## src/rtl/doorbell_chime_seq.sv

```systemverilog
// Doorbell chime sequencer: edge-triggered channel select, timed play window,
// fixed-latency output delay line with busy/done status.
module doorbell_chime_seq #(
    parameter int NCH    = 4,
    parameter int W      = 8,
    parameter int DELAY  = 5,
    parameter int HOLD   = 8,
    parameter int RETRIG = 0,
    localparam int SW    = $clog2(NCH)
) (
    input  logic             clk,
    input  logic             rst_n,
    input  logic [NCH*W-1:0] snd,
    input  logic [SW-1:0]    sel,
    input  logic             press,
    output logic [W-1:0]     out,
    output logic             busy,
    output logic             done
);

    localparam int MAXC = (HOLD > DELAY) ? HOLD : DELAY;
    localparam int CW   = $clog2(MAXC + 1);
    localparam logic [CW-1:0] HOLD_LD  = CW'(HOLD - 1);
    localparam logic [CW-1:0] DRAIN_LD = CW'(DELAY - 1);

    typedef enum logic [1:0] {
        S_IDLE,
        S_PLAY,
        S_DRAIN
    } state_e;

    state_e        state_q, state_d;
    logic [CW-1:0] cnt_q, cnt_d;
    logic [SW-1:0] sel_q, sel_d;
    logic          press_q;
    logic          done_q, done_d;
    logic          rise;
    logic [W-1:0]  g;
    logic [W-1:0]  dly_q [DELAY];

    assign rise = press & ~press_q;

    always_comb begin
        state_d = state_q;
        cnt_d   = cnt_q;
        sel_d   = sel_q;
        done_d  = 1'b0;
        unique case (state_q)
            S_IDLE: begin
                if (rise) begin
                    sel_d   = sel;
                    cnt_d   = HOLD_LD;
                    state_d = S_PLAY;
                end
            end
            S_PLAY: begin
                // retrigger wins over the end-of-window exit
                if ((RETRIG != 0) && rise) begin
                    sel_d = sel;
                    cnt_d = HOLD_LD;
                end else if (cnt_q == '0) begin
                    cnt_d   = DRAIN_LD;
                    state_d = S_DRAIN;
                end else begin
                    cnt_d = cnt_q - CW'(1);
                end
            end
            S_DRAIN: begin
                if (cnt_q == '0) begin
                    state_d = S_IDLE;
                    done_d  = 1'b1;
                end else begin
                    cnt_d = cnt_q - CW'(1);
                end
            end
            default: state_d = S_IDLE;
        endcase
    end

    // out-of-range selects match no channel and play silence
    always_comb begin
        g = '0;
        if (state_q == S_PLAY) begin
            for (int c = 0; c < NCH; c++) begin
                if (sel_q == SW'(c)) begin
                    g = snd[c*W +: W];
                end
            end
        end
    end

    always_ff @(posedge clk or negedge rst_n) begin
        if (!rst_n) begin
            state_q <= S_IDLE;
            cnt_q   <= '0;
            sel_q   <= '0;
            press_q <= 1'b0;
            done_q  <= 1'b0;
        end else begin
            state_q <= state_d;
            cnt_q   <= cnt_d;
            sel_q   <= sel_d;
            press_q <= press;
            done_q  <= done_d;
        end
    end

    always_ff @(posedge clk or negedge rst_n) begin
        if (!rst_n) begin
            for (int i = 0; i < DELAY; i++) begin
                dly_q[i] <= '0;
            end
        end else begin
            dly_q[0] <= g;
            for (int i = 1; i < DELAY; i++) begin
                dly_q[i] <= dly_q[i-1];
            end
        end
    end

    assign out  = dly_q[DELAY-1];
    assign busy = (state_q != S_IDLE);
    assign done = done_q;

endmodule

```

## config.mk

```make
export PLATFORM = sky130hd
export DESIGN_NAME = doorbell_chime_seq
export DESIGN_NICKNAME = d
export VERILOG_FILES = /design/src/rtl/doorbell_chime_seq.sv
export SDC_FILE = /design/constraint.sdc
export NUM_CORES = 1
export LEC_CHECK = 0
export CORE_AREA = 4 4 74 76
export DETAILED_ROUTE_END_ITERATION = 12
export DIE_AREA = 0 0 78 80
export PLACE_DENSITY = 0.72
export SLEW_MARGIN = 10
export SYNTH_ARGS = -nofsm -noshare
export SYNTH_HDL_FRONTEND = slang
export SYNTH_SLANG_ARGS = --single-unit
```

## constraint.sdc

```tcl
create_clock -name clk -period 1.8 [get_ports clk]
set_clock_uncertainty 0.1 [all_clocks]
set_input_delay 0.36 -clock clk [delete_from_list [all_inputs] [get_ports clk]]
set_output_delay 0.36 -clock clk [all_outputs]
set_load 0.03 [all_outputs]
```

==> flow_summary.json, run 1 <==
{
  "grt_pass1_vias": 1142,
  "clock_latency_ns": 0.29,
  "crit_fanout": 4,
  "busiest_layer": "met2",
  "clk_pin_slew_ns": 0.09,
  "synth_cell_types": 29,
  "core_area_um2": 4720,
  "diodes": 0,
  "worstHoldStart": "dly_q[25]",
  "post-route-util_pct": 54.1,
  "finalSetupViolCount": 0,
  "vias": 1051,
  "cts_tree": "yes",
  "synthTopCellsByArea": "dfrtp_1, mux4_2, ha_1, buf_4, and2_1",
  "hpwlAfterDp_mm": 2.03,
  "initial_core_util_pct": 39.9,
  "place_congestion": 0.715,
  "synth_area_leader_cell": "dfrtp_1",
  "critPathRequiredTime_ns": 1.88,
  "dr.pass1.iters": 4,
  "fmax_ghz": 0.570,
  "placed_area_um2": 2390,
  "final_layout_size_suffix_gt1_share_pct": 22.4,
  "finalWorstSetupSlack_ns": 0.0463,
  "synth_area_um2": 1880,
  "viasPerCell": 4.43,
  "chipHeight_um": 80,
  "ys_seq_elements": 50,
  "pin_count": 47,
  "grt_overflow": 0,
  "grt_use_met2_pct": 16.8,
  "drv_cap": 0,
  "irDropWorstVdd_uv": 776,
  "clk_path_buf_depth": 2,
  "pre_cts_ws_ns": -0.0527,
  "synth.top_cell.area_share_pct": 66.4,
  "root_buffer": "clkbuf_8",
  "rr_startpoint": "cnt_q[0]",
  "finalCritPeriodShare_pct": 97.4,
  "drc": 0,
  "die_x_um": 78,
  "reg2reg_slack_ns": 0.05,
  "endpoint_kind": "flip-flop",
  "grt_max_degree": 51,
  "cts_sinks": 50,
  "grt.met1_usage_pct": 10.2,
  "area_growth_pct": 35.7,
  "relSlewSlack_pct": 69.0,
  "design_area_um2": 2550,
  "wirelength_mm": 2.79,
  "post_drt_wl_per_cell_um": 11.8,
  "use_met3_pct": 4.74,
  "numPortBuffers": 46,
  "yosysWarningCount": 0,
  "timing_worst_setup_path_type": "reg -> reg",
  "antenna_found_initial": 0,
  "rsz0062_at_grt": "false",
  "netlist_instances": 118,
  "seq_area_frac_synth_pct": 66.4,
  "drt_iter0_drc": 43,
  "final_nets": 211,
  "rows": 25,
  "synth_area_per_cell_um2": 16.0,
  "outcome": "finished, final reports clean",
  "antenna_left": 0,
  "critPathArrivalTime_ns": 1.84,
  "fin_crit_ns": 1.75,
  "finalPower_w": 0.00364,
  "slew_violations": 0,
  "p_leak_nw": 1.22,
  "cts_buffers": 5,
  "fin_hold_ws_ns": 0.252,
  "worst_pin_slew_ns": 0.465,
  "cp-start-kind": "flip-flop",
  "syn_nets": 160,
  "hold_path.class": "reg -> reg",
  "final-hold-violation-count": 0,
  "grt_pass1_wl_mm": 4.70,
  "crit_path_start": "cnt_q[0]",
  "cts_htree_levels": 2,
  "cellPowerDensity_nw_per_um2": 1420,
  "grt_usage_pct": 9.78,
  "die-area_um2": 6240
}
-- synth_stat cells --
| library cell | n |
|---|---|
| a21oi_1 | 2 |
| a21oi_2 | 1 |
| a221oi_4 | 1 |
| a22o_1 | 1 |
| and2_1 | 9 |
| buf_2 | 1 |
| buf_4 | 8 |
| buf_6 | 1 |
| clkbuf_1 | 1 |
| dfrtp_1 | 50 |
| ha_1 | 5 |
| inv_1 | 4 |
| inv_2 | 1 |
| mux2_1 | 1 |
| mux2_4 | 2 |
| mux4_2 | 8 |
| nand2_1 | 1 |
| nand2b_1 | 2 |
| nand3_1 | 1 |
| nand4_1 | 2 |
| nor2_1 | 5 |
| nor2_2 | 1 |
| nor3b_2 | 1 |
| o21ai_0 | 2 |
| o22a_1 | 3 |
| or2_4 | 1 |
| or2b_1 | 1 |
| or3_1 | 1 |
| or3b_1 | 1 |
-- cells in the final DEF (no fill, tap or decap), types with 2 or more instances in the layout --
master / count
inv_2: 2
dlymetal6s2s_1: 4
a21oi_1: 2
nand4_1: 2
mux2_4: 2
clkbuf_8: 6
nor2_1: 4
dfrtp_1: 50
buf_4: 8
clkdlybuf4s50_1: 40
o21ai_0: 2
ha_1: 3
nand2b_1: 2
nor2_2: 2
mux4_2: 8
and2_1: 9
inv_1: 3
o22a_1: 3
-- path summary, 6_finish.rpt --
path | end | cells past startpoint
worst max-delay path | state_q[1] | 6
worst min-delay path | dly_q[17] | 0
worst max register to register | state_q[1] | 6
worst min register to register | dly_q[17] | 0
max in group asynchronous | out[5] | 3
min in group asynchronous | sel_q[1] | 3
-- critical path, cell delays in order (launching register included) --
cell and delay [ns]:
dfrtp_1 0.39, inv_1 0.06, ha_2 0.21, nor3b_4 0.32, nor2_2 0.10, a21oi_2 0.13, mux2_1 0.33
-- stage by stage --
step,TNS (ns),instances
after floorplan,0,118
after global placement,-0.00115,225
after detailed placement,-0.203,225
after CTS,0,234
after global routing,0,237
final,0,237
-- registers in the layout, indices dropped and copies added (netlist names) --
| name | cells |
|---|---|
| done | 1 |
| dly_q | 32 |
| press_q | 1 |
| out | 8 |
| state_q | 2 |
| cnt_q | 4 |
| sel_q | 2 |
-- where the power goes --
part	leakage (nW)	internal [W]	switching [W]
Combinational	0.515	0.000721	0.000570
Clock	0.0478	0.000316	0.000352
Sequential	0.662	0.00149	0.000185
Total	1.22	0.00253	0.00111
-- layout make-up --
type / instances / area, µm²
fill: 367 / 2170
sequential: 50 / 1250
multi-input combinational: 52 / 557
timing repair buffer: 55 / 546
tap: 67 / 83.8
clock buffer: 6 / 82.6
inverter: 5 / 18.8
clock inverter: 2 / 16.3
-- layer usage --
metal	vias up	part of all wire, %
li1	497	-
met1	497	41
met2	50	48
met3	7	8.5
met4	0	2.2
met5	-	0
-- cell families (layout without fill, tap and decap cells) --
group | count (synthesis) | after routing | synth area share (%)
flops | 50 | 50 | 66.4
simple gates | 26 | 26 | 8.44
compound gates | 10 | 10 | 4.78
buf+inv | 16 | 68 | 5.25
mux | 11 | 11 | 11.8
fa+ha+maj | 5 | 5 | 3.32
-- timing repair --
action | in CTS | in global routing
hold endpoints to repair | 50 | 0
hold buffers | 1 | 0
setup buffers | 0 | 3
resized for setup | 2 | 8
pin swaps | 0 | 0
setup endpoints to repair | 2 | 6
No activity file was read; power rests on OpenSTA's default activity.
==> run 2, diff against run 1 <==
ABC_AREA = 1   (was unset)
CORE_AREA = 4 4 75 77   (was 4 4 74 76)
DIE_AREA = 0 0 79 81   (was 0 0 78 80)
PLACE_DENSITY = 0.71   (was 0.72)
==> flow_summary.json, run 2 <==
{
  "outcome": "finished, final reports clean",
  "synth_area_leader_cell": "dfrtp_1",
  "drv_cap": 0,
  "grt_pass1_vias": 1245,
  "synth_cell_types": 14,
  "fin_hold_ws_ns": 0.253,
  "placedCellCount": 292,
  "fin_crit_ns": 1.75,
  "root_buffer": "clkbuf_8",
  "p_switching_w": 0.00146,
  "synthMostInstantiatedCell": "dfrtp_1",
  "cts_tree": "yes",
  "worst_pin_slew_ns": 0.354,
  "final_common_cell": "dfrtp_1",
  "finalCritPeriodShare_pct": 97.4,
  "timing_worst_setup_path_type": "reg -> out",
  "mostFrequentLayoutCells": "dfrtp_1, nand2_1, clkdlybuf4s50_1",
  "die-area_um2": 6400,
  "clock_power_share_pct": 19.6,
  "grt_usage_pct": 11.4,
  "fmax_ghz": 0.570,
  "drc": 0,
  "clock_latency_ns": 0.30,
  "cellPowerDensity_nw_per_um2": 1590,
  "final_layout_size_suffix_gt1_share_pct": 8.15,
  "final-hold-violation-count": 0,
  "synthTopCellsByCount": "dfrtp_1, nand2_1, inv_1, o21ai_0, nand3_1",
  "r2r_cells": 8,
  "post-route-util_pct": 50.8,
  "synthTopCellsByArea": "dfrtp_1, nand2_1, buf_4, o21ai_0, inv_1",
  "antenna_left": 0,
  "drt_iter0_drc": 17,
  "clk_pin_slew_ns": 0.09,
  "clk_path_buf_depth": 2,
  "slowest_stage": "clkdlybuf4s50_1",
  "critPathArrivalTime_ns": 1.29,
  "final_nets": 274,
  "antenna_found_initial": 0,
  "cpPeakStageDelay_ns": 0.67,
  "wirelength_mm": 3.22,
  "vias": 1295,
  "slew_violations": 0,
  "viasPerCell": 4.27,
  "p_seq_share_pct": 44.5,
  "initial_core_util_pct": 38.1,
  "largest_reg_flops": 32,
  "syn_nets": 227,
  "synth.top_cell.area_share_pct": 65.5,
  "area_growth_pct": 33.2,
  "endpoint_kind": "output pin",
  "cts_buffers": 5,
  "crit_path_start": "out[6]",
  "synth_ff_type": "dfrtp_1",
  "pin_count": 47,
  "place_congestion": 0.840,
  "diodes": 0,
  "numPortBuffers": 46,
  "ys_seq_elements": 50,
  "finalSetupViolCount": 0,
  "worstHoldStart": "dly_q[12]",
  "intPower_w": 0.00259,
  "grt_max_degree": 45,
  "yosysWarningCount": 0,
  "cts_sinks": 50,
  "cp-start-kind": "flip-flop",
  "grt_overflow": 0,
  "netlist_instances": 185,
  "combPwrFrac_pct": 35.9,
  "largest-register": "dly_q",
  "core_area_um2": 5010,
  "hpwlAfterDp_mm": 2.42,
  "min_path_cells": 0,
  "hold_path.class": "reg -> reg",
  "grt_pass1_wl_mm": 5.63,
  "rr_startpoint": "state_q[1]",
  "crit_fanout": 1,
  "synth-async-reset-ratio_pct": 100,
  "synth_edf_count": 0,
  "chipHeight_um": 81,
  "seq_area_frac_synth_pct": 65.5,
  "pre_cts_ws_ns": 0.195,
  "die_x_um": 79,
  "finalWorstSetupSlack_ns": 0.0460,
  "path_buf_inv": 1,
  "synth_area_per_cell_um2": 10.3,
  "post_drt_wl_per_cell_um": 10.6,
  "relSlewSlack_pct": 76.4,
  "rows": 26,
  "cts_htree_levels": 2,
  "final_cell_count_no_fill": 303,
  "irDropWorstVdd_uv": 860,
  "path_depth": 1,
  "dr.pass1.iters": 4,
  "synth_area_um2": 1910,
  "sw_frac_of_total_pct": 36.0,
  "crit_family": "buffers and inverters",
  "critPathRequiredTime_ns": 1.34,
  "p_leak_nw": 1.32,
  "cp_cell_sequence": "clkdlybuf4s50_1"
}
run 2: per-layer routing:
metal  vias to the layer above  routed length [µm]  global-route usage [%]
li1                        663                   -                       -
met1                       580                1420                    13.3
met2                        45                1450                    18.2
met3                         7                 284                    4.99
met4                         0                  64                    4.98
met5                         -                   0                       0
run 2: per-stage QoR:
step                      area, µm²  TNS (ns)  total power (W)
final                          2540         0          0.00405
after global routing           2540   -0.0103          0.00439
after CTS                      2520         0          0.00407
after detailed placement       2400         0          0.00326
after global placement         2400         0          0.00320
after floorplan                1910         0          0.00288
run 2: path summary, 6_finish.rpt:
check                        endpoint  slack [ns]
max in group asynchronous        done        0.83
min reg2reg                    out[4]        0.25
min in group asynchronous      out[7]        0.32
max reg2reg                state_q[1]        0.24
min                            out[4]        0.25
max                            out[6]        0.05
run 2: final cells by class:
class                      count  area (µm²)
fill                         474        2460
sequential                    50        1250
timing repair buffer          51         513
multi-input combinational    101         490
tap                           70        87.6
inverter                      23        86.3
clock buffer                   5        68.8
clock inverter                 3        47.5
run 2: logic make-up (layout without fill, tap and decap cells):
kind of cell | after synthesis | in the layout | synth area share [%]
AND/OR/NAND/NOR | 68 | 68 | 14.5
buffers and inverters | 34 | 82 | 8.84
AO/OA/AOI/OAI | 27 | 27 | 7.47
flip-flops | 50 | 50 | 65.5
XOR/XNOR | 1 | 1 | 0.458
adder cells (fa/ha/maj) | 5 | 5 | 3.27
run 2: power groups by stage:
stage	combinational, W	sequential [W]	clock, W
detailed placement	0.00143	0.00183	0
global placement	0.00140	0.00180	0
floorplan	0.00113	0.00174	0
finish	0.00145	0.00180	0.000794
global route	0.00167	0.00186	0.000868
CTS	0.00144	0.00181	0.000819
run 2: what timing repair did:
action,4_1_cts,5_1_grt
hold buffers,1,0
setup endpoints to repair,0,4
buffers inserted,0,2
gates resized for setup,0,3
hold endpoints to repair,6,0
==> run 3, diff against run 2 <==
CELL_PAD_IN_SITES_DETAIL_PLACEMENT = 2   (was unset)
CELL_PAD_IN_SITES_GLOBAL_PLACEMENT = 2   (was unset)
CORE_AREA = 4 4 85 87   (was 4 4 75 77)
DIE_AREA = 0 0 89 91   (was 0 0 79 81)
PLACE_DENSITY = 0.83   (was 0.71)
==> flow_summary.json, run 3 (same netlist as run 2, synthesis figures left out) <==
{
  "largest_reg_flops": 32,
  "area_growth_pct": 33.4,
  "place_congestion": 0.733,
  "cts_sinks": 50,
  "final_cell_count_no_fill": 310,
  "relSlewSlack_pct": 68.6,
  "timing_worst_setup_path_type": "reg -> out",
  "pre_cts_ws_ns": 0.119,
  "design_area_um2": 2550,
  "final_layout_size_suffix_gt1_share_pct": 8.15,
  "critPathArrivalTime_ns": 1.29,
  "fin_hold_ws_ns": 0.249,
  "final_nets": 274,
  "drc": 0,
  "final_common_cell": "dfrtp_1",
  "root_buffer": "clkbuf_8",
  "clk_pin_slew_ns": 0.10,
  "irDropWorstVdd_uv": 659,
  "grt_overflow": 0,
  "drv_cap": 0,
  "placedCellCount": 300,
  "cts_htree_levels": 2,
  "initial_core_util_pct": 30.1,
  "final-hold-violation-count": 0,
  "path_buf_inv": 1,
  "outcome": "finished, final reports clean",
  "p_leak_nw": 1.38,
  "fin_crit_ns": 1.75,
  "rows": 29,
  "cellPowerDensity_nw_per_um2": 1600,
  "antenna_found_initial": 0,
  "slowest_stage": "clkdlybuf4s50_1",
  "drt_iter0_drc": 22,
  "endpoint_kind": "output pin",
  "cts_tree": "yes",
  "vias": 1409,
  "hpwlAfterDp_mm": 3.70,
  "die-area_um2": 8100,
  "grt_pass1_vias": 1565,
  "critPathRequiredTime_ns": 1.34,
  "fmax_ghz": 0.570,
  "cp-start-kind": "flip-flop",
  "clk_path_buf_depth": 2,
  "viasPerCell": 4.55,
  "cp_cell_sequence": "clkdlybuf4s50_1",
  "grt_pass1_wl_mm": 7.84,
  "cpPeakStageDelay_ns": 0.66,
  "chipHeight_um": 91,
  "antenna_left": 0,
  "post-route-util_pct": 40.1,
  "finalCritPeriodShare_pct": 97.4,
  "hold_path.class": "reg -> reg",
  "wirelength_mm": 4.74,
  "crit_family": "buffers and inverters",
  "largest-register": "dly_q",
  "pin_count": 47,
  "grt_max_degree": 33,
  "dr.pass1.iters": 4,
  "grt_usage_pct": 12.6,
  "clock_latency_ns": 0.30,
  "diodes": 0,
  "numPortBuffers": 46,
  "core_area_um2": 6350,
  "worst_pin_slew_ns": 0.471,
  "slew_violations": 0,
  "placed_area_um2": 2410,
  "cts_buffers": 5,
  "crit_fanout": 1,
  "post_drt_wl_per_cell_um": 15.3,
  "die_x_um": 89,
  "finalWorstSetupSlack_ns": 0.0463,
  "mostFrequentLayoutCells": "dfrtp_1, nand2_1, clkdlybuf4s50_1",
  "finalSetupViolCount": 0
}
-- run 3: changes by cell type in the layout (fill, tap and decap cells not counted), sizes merged --
cell,change
clkinv,+1
dlymetal6s2s,+4
bufinv,-1
clkdlybuf4s50,-4
-- run 3: final cells by class --
type	instances	area, µm²
Fill cell	682	3800
Sequential cell	50	1250
Timing Repair Buffer	51	527
Multi-Input combinational cell	101	490
Tap cell	77	96.3
Inverter	23	86.3
Clock buffer	5	68.8
Clock inverter	3	28.8
-- run 3: per-stage QoR --
step | power, W | TNS [ns]
floorplan | 0.00288 | 0
global placement | 0.00329 | 0
detailed placement | 0.00344 | 0
CTS | 0.00414 | 0
global route | 0.00443 | -0.00619
finish | 0.00408 | 0
-- run 3: layer usage --
metal	GRT usage (%)	share of wire, %
met1	15.3	42
met2	21.8	53
met3	3.26	4.8
met4	3.72	0.97
met5	0	0
-- run 3: repair_timing --
action,4_1_cts,5_1_grt
endpoints found under the setup margin,0,8
gates resized for setup,0,8
buffers inserted,0,1
hold buffers,1,0
endpoints found under the hold margin,18,0
-- run 3: path summary, 6_finish.rpt --
kind	from	endpoint	slack [ns]	cells after the start
setup / recovery	out[2]	out[2]	0.05	1
hold / removal	dly_q[24]	dly_q[16]	0.25	0
setup reg to reg	sel_q[0]	dly_q[32]	0.30	5
hold reg to reg	dly_q[24]	dly_q[16]	0.25	0
max in group asynchronous	rst_n	dly_q[15]	0.62	3
min in group asynchronous	rst_n	out[1]	0.43	2
-- run 3: power by group --
part	leakage [nW]	internal, W	switching (W)
Clock	0.0502	0.000289	0.000405
Sequential	0.659	0.00159	0.000232
Combinational	0.670	0.000584	0.000977
Total	1.38	0.00246	0.00161
